**src/rtl/sm4_pkg.sv**
```systemverilog
// sm4_pkg: shared types and constants for the SM4 pipeline scheduler.
// Revision 1.0
`default_nettype none

package sm4_pkg;

  localparam int SM4_BLOCK_W      = 128;
  localparam int SM4_PIPE_LATENCY = 32;

  typedef enum logic [1:0] {
    IDLE  = 2'd0,
    ARM   = 2'd1,
    RUN   = 2'd2,
    DRAIN = 2'd3
  } sched_state_t;

endpackage

`default_nettype wire

```
**src/rtl/sm4_rr_arbiter.sv**
```systemverilog
// sm4_rr_arbiter: single-winner round-robin arbiter, search starts after last_grant.
// Revision 1.0
`default_nettype none

module sm4_rr_arbiter #(
  parameter int NUM_REQ = 4,
  parameter int ID_W    = 2
) (
  input  logic [NUM_REQ-1:0] req,
  input  logic [ID_W-1:0]    last_grant,
  input  logic               en,
  output logic [NUM_REQ-1:0] grant,
  output logic [ID_W-1:0]    grant_idx
);

  logic [ID_W:0]   cand_sum;
  logic [ID_W-1:0] cand_idx;
  logic            found;

  always_comb begin
    grant     = '0;
    grant_idx = '0;
    found     = 1'b0;
    cand_sum  = '0;
    cand_idx  = '0;
    for (int k = 1; k <= NUM_REQ; k++) begin
      // one extra bit so last_grant + k can wrap without overflow
      cand_sum = {1'b0, last_grant} + (ID_W + 1)'(k);
      if (cand_sum >= (ID_W + 1)'(NUM_REQ)) begin
        cand_sum = cand_sum - (ID_W + 1)'(NUM_REQ);
      end
      cand_idx = cand_sum[ID_W-1:0];
      if (en && !found && req[cand_idx]) begin
        found           = 1'b1;
        grant[cand_idx] = 1'b1;
        grant_idx       = cand_idx;
      end
    end
  end

endmodule

`default_nettype wire

```
**src/rtl/sm4_pipe_scheduler.sv**
```systemverilog
// sm4_pipe_scheduler: shares one SM4 pipeline among NUM_REQ clients with
// bring-up sequencing, round-robin admission and owner-tagged result return.
`default_nettype none

module sm4_pipe_scheduler
  import sm4_pkg::*;
#(
  parameter int NUM_REQ      = 4,
  parameter int PIPE_LATENCY = SM4_PIPE_LATENCY
) (
  input  logic                           clk,
  input  logic                           reset_n,
  input  logic                           cfg_enable_in,
  input  logic                           key_exp_ready_in,
  input  logic [NUM_REQ-1:0]             req_valid_in,
  input  logic [NUM_REQ*SM4_BLOCK_W-1:0] req_data_in,
  output logic [NUM_REQ-1:0]             req_ready_out,
  output logic [NUM_REQ-1:0]             rsp_valid_out,
  output logic [SM4_BLOCK_W-1:0]         rsp_data_out,
  output logic                           pipe_sm4_enable_out,
  output logic                           pipe_encdec_enable_out,
  output logic                           pipe_valid_out,
  output logic [SM4_BLOCK_W-1:0]         pipe_data_out,
  input  logic                           pipe_ready_in,
  input  logic [SM4_BLOCK_W-1:0]         pipe_result_in,
  output logic                           busy_out,
  output logic                           err_out
);

  localparam int ID_W = (NUM_REQ > 1) ? $clog2(NUM_REQ) : 1;

  sched_state_t              state;
  logic                      arm_first;
  logic [ID_W-1:0]           last_grant;
  logic [ID_W-1:0]           grant_idx;
  logic                      accept;
  logic                      issue_v;
  logic [ID_W-1:0]           issue_id;
  logic [PIPE_LATENCY-1:0]   tag_v;
  logic [ID_W-1:0]           tag_id [PIPE_LATENCY];
  logic                      emerge_v;
  logic [ID_W-1:0]           emerge_id;
  logic [NUM_REQ-1:0]        emerge_onehot;
  logic [5:0]                in_flight;

  sm4_rr_arbiter #(
    .NUM_REQ (NUM_REQ),
    .ID_W    (ID_W)
  ) u_arb (
    .req        (req_valid_in),
    .last_grant (last_grant),
    .en         (state == RUN),
    .grant      (req_ready_out),
    .grant_idx  (grant_idx)
  );

  assign accept                 = |(req_valid_in & req_ready_out);
  assign pipe_encdec_enable_out = (state != IDLE);
  assign busy_out               = (in_flight != 6'd0);
  assign emerge_v               = tag_v[PIPE_LATENCY-1];
  assign emerge_id              = tag_id[PIPE_LATENCY-1];

  always_comb begin
    emerge_onehot            = '0;
    emerge_onehot[emerge_id] = 1'b1;
  end

  // arm_first blocks ARM->RUN on the first ARM cycle so the pipeline settles
  always_ff @(posedge clk or negedge reset_n) begin
    if (!reset_n) begin
      state               <= IDLE;
      arm_first           <= 1'b0;
      pipe_sm4_enable_out <= 1'b0;
    end else begin
      pipe_sm4_enable_out <= 1'b1;
      case (state)
        IDLE: begin
          if (cfg_enable_in) begin
            state     <= ARM;
            arm_first <= 1'b1;
          end
        end
        ARM: begin
          arm_first <= 1'b0;
          if (!cfg_enable_in) begin
            state <= IDLE;
          end else if (key_exp_ready_in && !arm_first) begin
            state <= RUN;
          end
        end
        RUN: begin
          if (!cfg_enable_in || !key_exp_ready_in) state <= DRAIN;
        end
        DRAIN: begin
          if (in_flight == 6'd0) state <= IDLE;
        end
        default: state <= IDLE;
      endcase
    end
  end

  always_ff @(posedge clk or negedge reset_n) begin
    if (!reset_n) begin
      pipe_valid_out <= 1'b0;
      pipe_data_out  <= '0;
      issue_v        <= 1'b0;
      issue_id       <= '0;
      last_grant     <= ID_W'(NUM_REQ - 1);
      rsp_valid_out  <= '0;
      rsp_data_out   <= '0;
      in_flight      <= 6'd0;
      err_out        <= 1'b0;
    end else begin
      pipe_valid_out <= accept;
      issue_v        <= accept;
      if (accept) begin
        pipe_data_out <= req_data_in[int'(grant_idx)*SM4_BLOCK_W +: SM4_BLOCK_W];
        issue_id      <= grant_idx;
        last_grant    <= grant_idx;
      end
      rsp_valid_out <= (emerge_v && pipe_ready_in) ? emerge_onehot : '0;
      if (emerge_v && pipe_ready_in) rsp_data_out <= pipe_result_in;
      case ({accept, emerge_v})
        2'b10:   in_flight <= in_flight + 6'd1;
        2'b01:   in_flight <= in_flight - 6'd1;
        default: in_flight <= in_flight;
      endcase
      if (emerge_v != pipe_ready_in) err_out <= 1'b1;
    end
  end

  // issue tag sits beside pipe_valid_out; this line adds PIPE_LATENCY more stages
  always_ff @(posedge clk or negedge reset_n) begin
    if (!reset_n) begin
      tag_v <= '0;
      for (int i = 0; i < PIPE_LATENCY; i++) tag_id[i] <= '0;
    end else begin
      tag_v     <= {tag_v[PIPE_LATENCY-2:0], issue_v};
      tag_id[0] <= issue_id;
      for (int i = 1; i < PIPE_LATENCY; i++) tag_id[i] <= tag_id[i-1];
    end
  end

endmodule

`default_nettype wire

```
**config.mk**
```make
export PLATFORM = sky130hd
export DESIGN_NAME = sm4_pipe_scheduler
export DESIGN_NICKNAME = d
export VERILOG_FILES = /design/src/rtl/sm4_pkg.sv /design/src/rtl/sm4_rr_arbiter.sv /design/src/rtl/sm4_pipe_scheduler.sv
export SDC_FILE = /design/constraint.sdc
export NUM_CORES = 1
export LEC_CHECK = 0
export CAP_MARGIN = 20
export CORE_AREA = 8 8 351 353
export DETAILED_ROUTE_END_ITERATION = 10
export DIE_AREA = 0 0 359 361
export SYNTH_ARGS = -nofsm -noshare
export SYNTH_HDL_FRONTEND = slang
export SYNTH_SLANG_ARGS = --single-unit
```
**constraint.sdc**
```tcl
create_clock -name clk -period 4.4 [get_ports clk]
set_clock_uncertainty 0.05 [all_clocks]
set_input_delay 0.88 -clock clk [delete_from_list [all_inputs] [get_ports clk]]
set_output_delay 0.88 -clock clk [all_outputs]
set_load 0.005 [all_outputs]
```
## Yosys cells after proc, flatten, opt, wreduce, memory -nomap -nowiden

Cells that the tools add are included.

- Add/sub/neg operators: 10
- Magnitude comparators: 14
- Equality and inequality tests: 10
- Shifts and indexed selects: 1
- Muxes and demuxes: 43
- Bitwise operators: 4
- Reduce and logical (&&, ||, !) cells: 30

Operator list:

| operator | count |
|---|---|
| $shiftx A512 B10 Y128 | 1 |
| $mux W2 | 13 |
| $mux W4 | 5 |
| $lt A2 B3 Y1 const B | 5 |
| $logic_and A1 B1 Y1 | 14 |
| $mux W1 | 13 |
| $ge A3 B3 Y1 const B | 4 |
| $or A4 B4 Y4 | 3 |
| $pmux W6 S2 | 1 |
| $demux W1 S2 | 5 |
| $ge A2 B1 Y1 const B | 5 |
| $bmux W1 S2 | 4 |
| $pmux W2 S4 | 1 |
| $sub A2 B1 Y2 const B | 4 |
| $add A2 B2 Y3 const B | 2 |
| $add A6 B1 Y6 const B | 1 |
| $eq A2 B2 Y1 const B | 3 |
| $logic_not A1 Y1 | 6 |
| $logic_not A6 Y1 | 1 |
| $ne A2 B2 Y1 const B | 3 |
| $reduce_bool A2 Y1 | 3 |
| $reduce_bool A6 Y1 | 1 |
| $sub A6 B1 Y6 const B | 1 |
| $and A4 B4 Y4 | 1 |
| 11 further kinds | 12 |

- Register bits after elaboration: 372
- Input port bits: 649
- Output and inout bits: 269
- Logic and storage cells: 156

## Longest topological paths before layout

Gate-level depths: netlist of the first run.

- Word-level depth: 23
- Mapped depth: 19
- Gate-level depth less buffers: 16

## Modules after synthesis

From an unflattened synthesis of the first run, not the netlist that was laid out.

- Cell total of the unflattened synthesis: 1218
- Area total of the unflattened synthesis: 16510.8 sq um

By module, submodules not included:

| module | times used | cells an instance | area each (sq um) | seq. area each (sq um) |
|---|---|---|---|---|
| sm4_pipe_scheduler | 1 | 1164 | 16024.1 | 9311.4 |
| sm4_rr_arbiter | 1 | 54 | 486.7 | 0.0 |

## Least setup slack after synthesis of the first run

OpenSTA, ideal clock, no wires.

- Path type: register to register
- Start point: reg last_grant[0]
- End point: reg in_flight[5]
- Library setup time: 125 ps
- Arrival time: 4218 ps
- Data required time: 4225 ps
- Path slack: 6 ps
- Cell stages (with the launch flop): 20
- Buffers on the path: 3
- Period minus slack after synthesis: 4394 ps
- Cells stage by stage: dfstp_2 buf_2 inv_1 ha_1 buf_2 mux2i_1 a22oi_4 and3b_1 buf_2 o2bb2ai_2 a2111oi_4 ha_1 ha_1 a21o_1 a21oi_1 o21bai_1 a21oi_1 xnor2_1 nor2_1 xor2_1

- Longest elaborated chain between the ends: 23
- Elaborated cells between the ends (all ways): 70
- Those cells by class: add/sub (8); order compare (12); eq/ne (2); mux (28); bitwise (4); reduce/logical (16)

RTL lines:

| item | RTL line | text |
|---|---|---|
| start, declared | sm4_pipe_scheduler.sv:34 | `logic [ID_W-1:0] last_grant;` |
| start signal, assigned | sm4_pipe_scheduler.sv:108 | `last_grant <= ID_W'(NUM_REQ - 1);` |
| start signal, assigned | sm4_pipe_scheduler.sv:119 | `last_grant <= grant_idx;` |
| branches (longest 18 deep; another with $add A2 B1 Y3) | n/a |  |
| $mux W4 (*) | sm4_rr_arbiter.sv:33 | `if (en && !found && req[cand_idx]) begin` |
| $and A4 B4 Y4 (*) | sm4_pipe_scheduler.sv:57 | `assign accept = \|(req_valid_in & req_ready_out);` |
| $reduce_or A4 Y1 (*) | sm4_pipe_scheduler.sv:57 |  |
| $eq A2 B1 Y1 or $eq A2 B2 Y1 (tied branches) | sm4_pipe_scheduler.sv:123 | `case ({accept, emerge_v})` |
| $pmux W6 S2 or $reduce_bool A2 Y1 (tied branches) | n/a |  |
| end signal, assigned | sm4_pipe_scheduler.sv:124 | `2'b10: in_flight <= in_flight + 6'd1;` |
| end signal, assigned | sm4_pipe_scheduler.sv:125 | `2'b01: in_flight <= in_flight - 6'd1;` |
| end signal, assigned | sm4_pipe_scheduler.sv:126 | `default: in_flight <= in_flight;` |
| end, declared | sm4_pipe_scheduler.sv:44 | `logic [5:0] in_flight;` |

Every way passes the cells marked *. The select of a mux whose other input is x is not followed.
A chain may end at the register's enable or synchronous reset.

## Worst setup path after layout of the first run

- Start point: in req_valid_in[2]
- End point: out req_ready_out[2]

- Longest elaborated chain between the ends: 16
- Elaborated cells between the ends (all ways): 28
- Those cells by class: mux (15); bitwise (3); reduce/logical (10)

RTL lines:

| item | RTL line | text |
|---|---|---|
| start, declared | sm4_pipe_scheduler.sv:15 | `input logic [NUM_REQ-1:0] req_valid_in,` |
| $bmux W1 S2 | sm4_rr_arbiter.sv:33 |  |
| $mux W1 (implied by the code) | sm4_rr_arbiter.sv:33 |  |
| $logic_and A1 B1 Y1 | sm4_rr_arbiter.sv:33 |  |
| $mux W1 | sm4_rr_arbiter.sv:33 |  |
| $logic_not A1 Y1 | sm4_rr_arbiter.sv:33 |  |
| $logic_and A1 B1 Y1 (2 in a row) | sm4_rr_arbiter.sv:33 |  |
| $mux W1 | sm4_rr_arbiter.sv:33 |  |
| $logic_not A1 Y1 | sm4_rr_arbiter.sv:33 |  |
| $logic_and A1 B1 Y1 (2 in a row) | sm4_rr_arbiter.sv:33 |  |
| $mux W1 | sm4_rr_arbiter.sv:33 |  |
| $logic_not A1 Y1 | sm4_rr_arbiter.sv:33 |  |
| $logic_and A1 B1 Y1 (2 in a row) | sm4_rr_arbiter.sv:33 |  |
| $mux W4 (*) | sm4_rr_arbiter.sv:33 |  |
| end, declared | sm4_pipe_scheduler.sv:17 | `output logic [NUM_REQ-1:0] req_ready_out,` |

Mark *: on every way between the ends. The rest lies on a longest branch, timed or not. The select of a mux whose other input is x is not followed.

==> metrics.md, run 1 <==
| Metric | Value |
|---|---|
| Status | finished, final reports clean |
| Die Area | 130000 µm² |
| DRC violations left | 0 |
| Cell variety after synth | 54 |
| Power per cell area | 628 nW/µm² |
| Detailed-route via count | 20600 |
| Root Driver | clkbuf_16 |
| Initial Utilization | 16.5% |
| Vias per cell | 4.59 |
| Largest cells by area after synthesis | dfrtp_1 (48%), mux2_2 (7.6%), nor3_1 (6.6%), o22a_1 (5.7%), nor2_1 (5.1%) |
| Clock transition at the registers of the reported paths | 0.06 ns |
| Dpl hpwl | 91200 µm |
| Tot GR Track Use | 16.9% |
| Largest net degree at the start of global routing | 128 |
| IO Port Bufs | 917 |
| Minimum clock period | 4.18 ns |
| Tcrit/Tclk final | 95.0% |
| Total Wirelength | 118000 µm |
| Asr flop ratio synth | 100% |
| ANT nets after route | 0 |
| Syn Inst Count | 1987 |
| Clock latency on the worst-skew pair | 0.62 ns |
| Placer Congestion | 0.871 |
| Peak VDD IR | 0.292 mV |
| WP data arrival | 3.25 ns |
| Syn avg cell area | 9.77 µm² |
| CP endpoint kind | primary output |
| Slew Viols, Final | 0 |
| Hold WS | 0.271 ns |
| Worst slack at placement | -0.0842 ns |
| Layout cells sized above 1 | 14.7% |
| DP Area | 30900 µm² |
| RSZ-0062 raised after global routing | false |
| Max Clock Freq | 239 MHz |
| Fin area | 32700 µm² |
| Endpoints failing hold | 0 |
| Cells after DPL | 4365 |
| Critical path class | input pin to primary output |
| FF+latch count, synth | 372 |
| Static Leakage | 12.8 nW |
| Core area | 117000 µm² |
| Area growth from synthesis to layout | 68.7% |
| Pin slew with the least headroom to its limit | 0.984 ns |
| Post-synthesis sequential area ratio | 48.0% |
| Cts hold-fix bufs | 0 |
| Top-area cell type share of the netlist area | 47.7% |
| Final std cells w/o fill | 4481 |
| H-Tree Depth | 2 |
| Ys Warns | 0 |
| Relative slew slack | 34.4% |
| Row count | 126 |
| DRT Pass-1 Iters | 7 |
| First-pass GRT wire length | 161000 µm |
| Vias in the first global route | 20600 |
| TritonCTS clock tree | yes |
| Final worst setup slack | 0.219 ns |
| Top FF cell, synth | dfrtp_1 |
| Syn Std Cell Area | 19400 µm² |
| Setup TNS | 0 ns |
| Starting DRT DRC Count | 1746 |
| Clk sinks | 372 |
| Initial antenna violation count | 56 |
| Worst setup SP type | input pin |
| Nets | 3551 |
| Die height | 361 µm |
| Number of flops mapped to enable cells by yosys | 0 |
| Worst hold path type | flip-flop to flip-flop |
| Max cap viols | 0 |
| Die Width | 359 µm |
| Gr ovfl total | 0 |
| R2R Setup Slk | 0.44 ns |
| Overall power | 20.6 mW |
| Endpoints failing setup | 0 |
| CTS Buffer Depth | 3 |
| Mapped Nets | 2651 |
| Cts bufs inserted | 48 |
| I/O pin count | 918 |
| Fin util | 27.9% |
| Post-synth top area cell | dfrtp_1 |
| Crit-path max FO | 34 |
| Routed len/inst | 26.3 µm |
| CP Data Required Time | 3.47 ns |
synth_stat cells, types with 3 or more instances:
cell / number
a21o_1: 4
a21oi_1: 8
a222oi_1: 5
a22oi_1: 3
and3_1: 3
and3b_1: 3
buf_1: 5
buf_2: 19
buf_6: 22
clkbuf_1: 145
dfrtp_1: 370
ha_1: 14
inv_1: 8
mux2_2: 131
mux2i_1: 7
nand2_1: 24
nand3_1: 4
nor2_1: 264
nor3_1: 256
o21a_1: 127
o21ai_0: 191
o21ai_1: 3
o21ai_2: 70
o22a_1: 127
o22ai_1: 130
or2_2: 3
xnor2_1: 4
xor2_1: 3
logic make-up (layout without fill, tap and decap cells):
| kind of cell | Yosys count | after routing | synth area share (%) |
|---|---|---|---|
| buffers and inverters | 201 | 1136 | 4.87 |
| other | 1 | 24 | 0.0193 |
| muxes | 140 | 140 | 8.19 |
| AOI/OAI and AO/OA | 681 | 681 | 24.5 |
| adders and majority gates | 15 | 15 | 1.01 |
| DFF | 372 | 372 | 48.0 |
| and+or+nand+nor | 570 | 570 | 13.2 |
| xor gates and xnor gates | 7 | 7 | 0.316 |
power breakdown:
group / internal (mW) / switching, mW / leakage [nW]
Combinational: 5.34 / 5.50 / 7.40
Clock: 2.41 / 1.69 / 0.796
Sequential: 4.88 / 0.738 / 4.60
Total: 12.6 / 7.93 / 12.8
repair_timing:
action | in CTS | in global routing
buffers inserted | 5 | 1
pin swaps | 1 | 1
resized for setup | 6 | 4
endpoints found under the hold margin | 0 | 0
setup endpoints to repair | 4 | 2
cloned | 0 | 2
area by class of cell:
class,count,area (µm²)
Timing Repair Buffer,1042,10500
Clock inverter,23,332
Sequential cell,372,9320
Multi-Input combinational cell,1414,9240
Antenna cell,23,57.6
Tap cell,1536,1920
Fill cell,12300,84700
Clock buffer,62,1300
Inverter,9,41.3
cell usage in the layout (no fill, tap or decap), types with 3 or more instances in the layout:
master / instances
a222oi_1: 5
mux2_2: 131
clkbuf_8: 5
nor2_1: 262
a21oi_1: 8
buf_4: 93
ha_1: 12
o21ai_0: 191
clkbuf_16: 50
clkinv_16: 3
diode_2: 23
xor2_1: 3
mux2i_1: 6
clkdlybuf4s50_1: 912
inv_1: 8
clkbuf_1: 9
xnor2_1: 4
buf_12: 28
a22oi_1: 3
nand3_1: 3
o21ai_1: 3
o21a_1: 127
nand2_1: 24
a21o_1: 4
dfrtp_1: 370
nor3_1: 256
o22a_1: 127
o22ai_1: 129
bufinv_16: 5
clkinv_2: 10
o21ai_2: 70
registers in the layout (all words and copies together), names as in the netlist, named ones only:
register,flops
last_grant,2
tag_id,62
pipe_data_out,128
pipe_sm4_enable_out,1
emerge_id,2
in_flight,6
state,1
arm_first,1
issue_id,2
err_out,1
tag_v,32
rsp_valid_out,4
issue_v,1
rsp_data_out,128
per-layer routing:
metal / global-route usage (%) / part of all wire [%] / up-vias / routed length, µm
li1: - / - / 9113 / -
met1: 19.8 / 39 / 10200 / 46200
met2: 28.6 / 48 / 1010 / 56600
met3: 5.77 / 8.8 / 183 / 10400
met4: 5.95 / 3.7 / 26 / 4340
met5: 0 / 0.14 / - / 170
critical path, stage by stage:
cell and delay [ns]:
clkdlybuf4s50_1 0.56, mux4_2 0.53, nand2b_4 0.18, nor3b_4 0.26
buf_4 0.19, buf_6 0.32, nand2_1 0.09, nand2_1 0.08
buf_4 0.15
path summary, 6_finish.rpt:
check,startpoint,end,cells after the start
worst max-delay path,req_valid_in[2],req_ready_out[2],9
worst min-delay path,tag_id[31],tag_id[29],0
worst max register to register,last_grant[0],in_flight[5],17
worst min register to register,tag_id[31],tag_id[29],0
max in group asynchronous,reset_n,pipe_data_out[111],2
min in group asynchronous,reset_n,rsp_data_out[34],1
(Power assumes the default switching activity.)
==> run 2: changes to the inputs <==
--- a/config.mk
+++ b/config.mk
@@ -5,7 +5,7 @@
 export SDC_FILE = /design/constraint.sdc
 export NUM_CORES = 1
 export LEC_CHECK = 0
-export CAP_MARGIN = 20
+export CAP_MARGIN = 5
 export CORE_AREA = 8 8 351 353
 export DETAILED_ROUTE_END_ITERATION = 10
 export DIE_AREA = 0 0 359 361
==> results of run 2 <==
Final layout, timing and power as in run 1 (identical DEF).
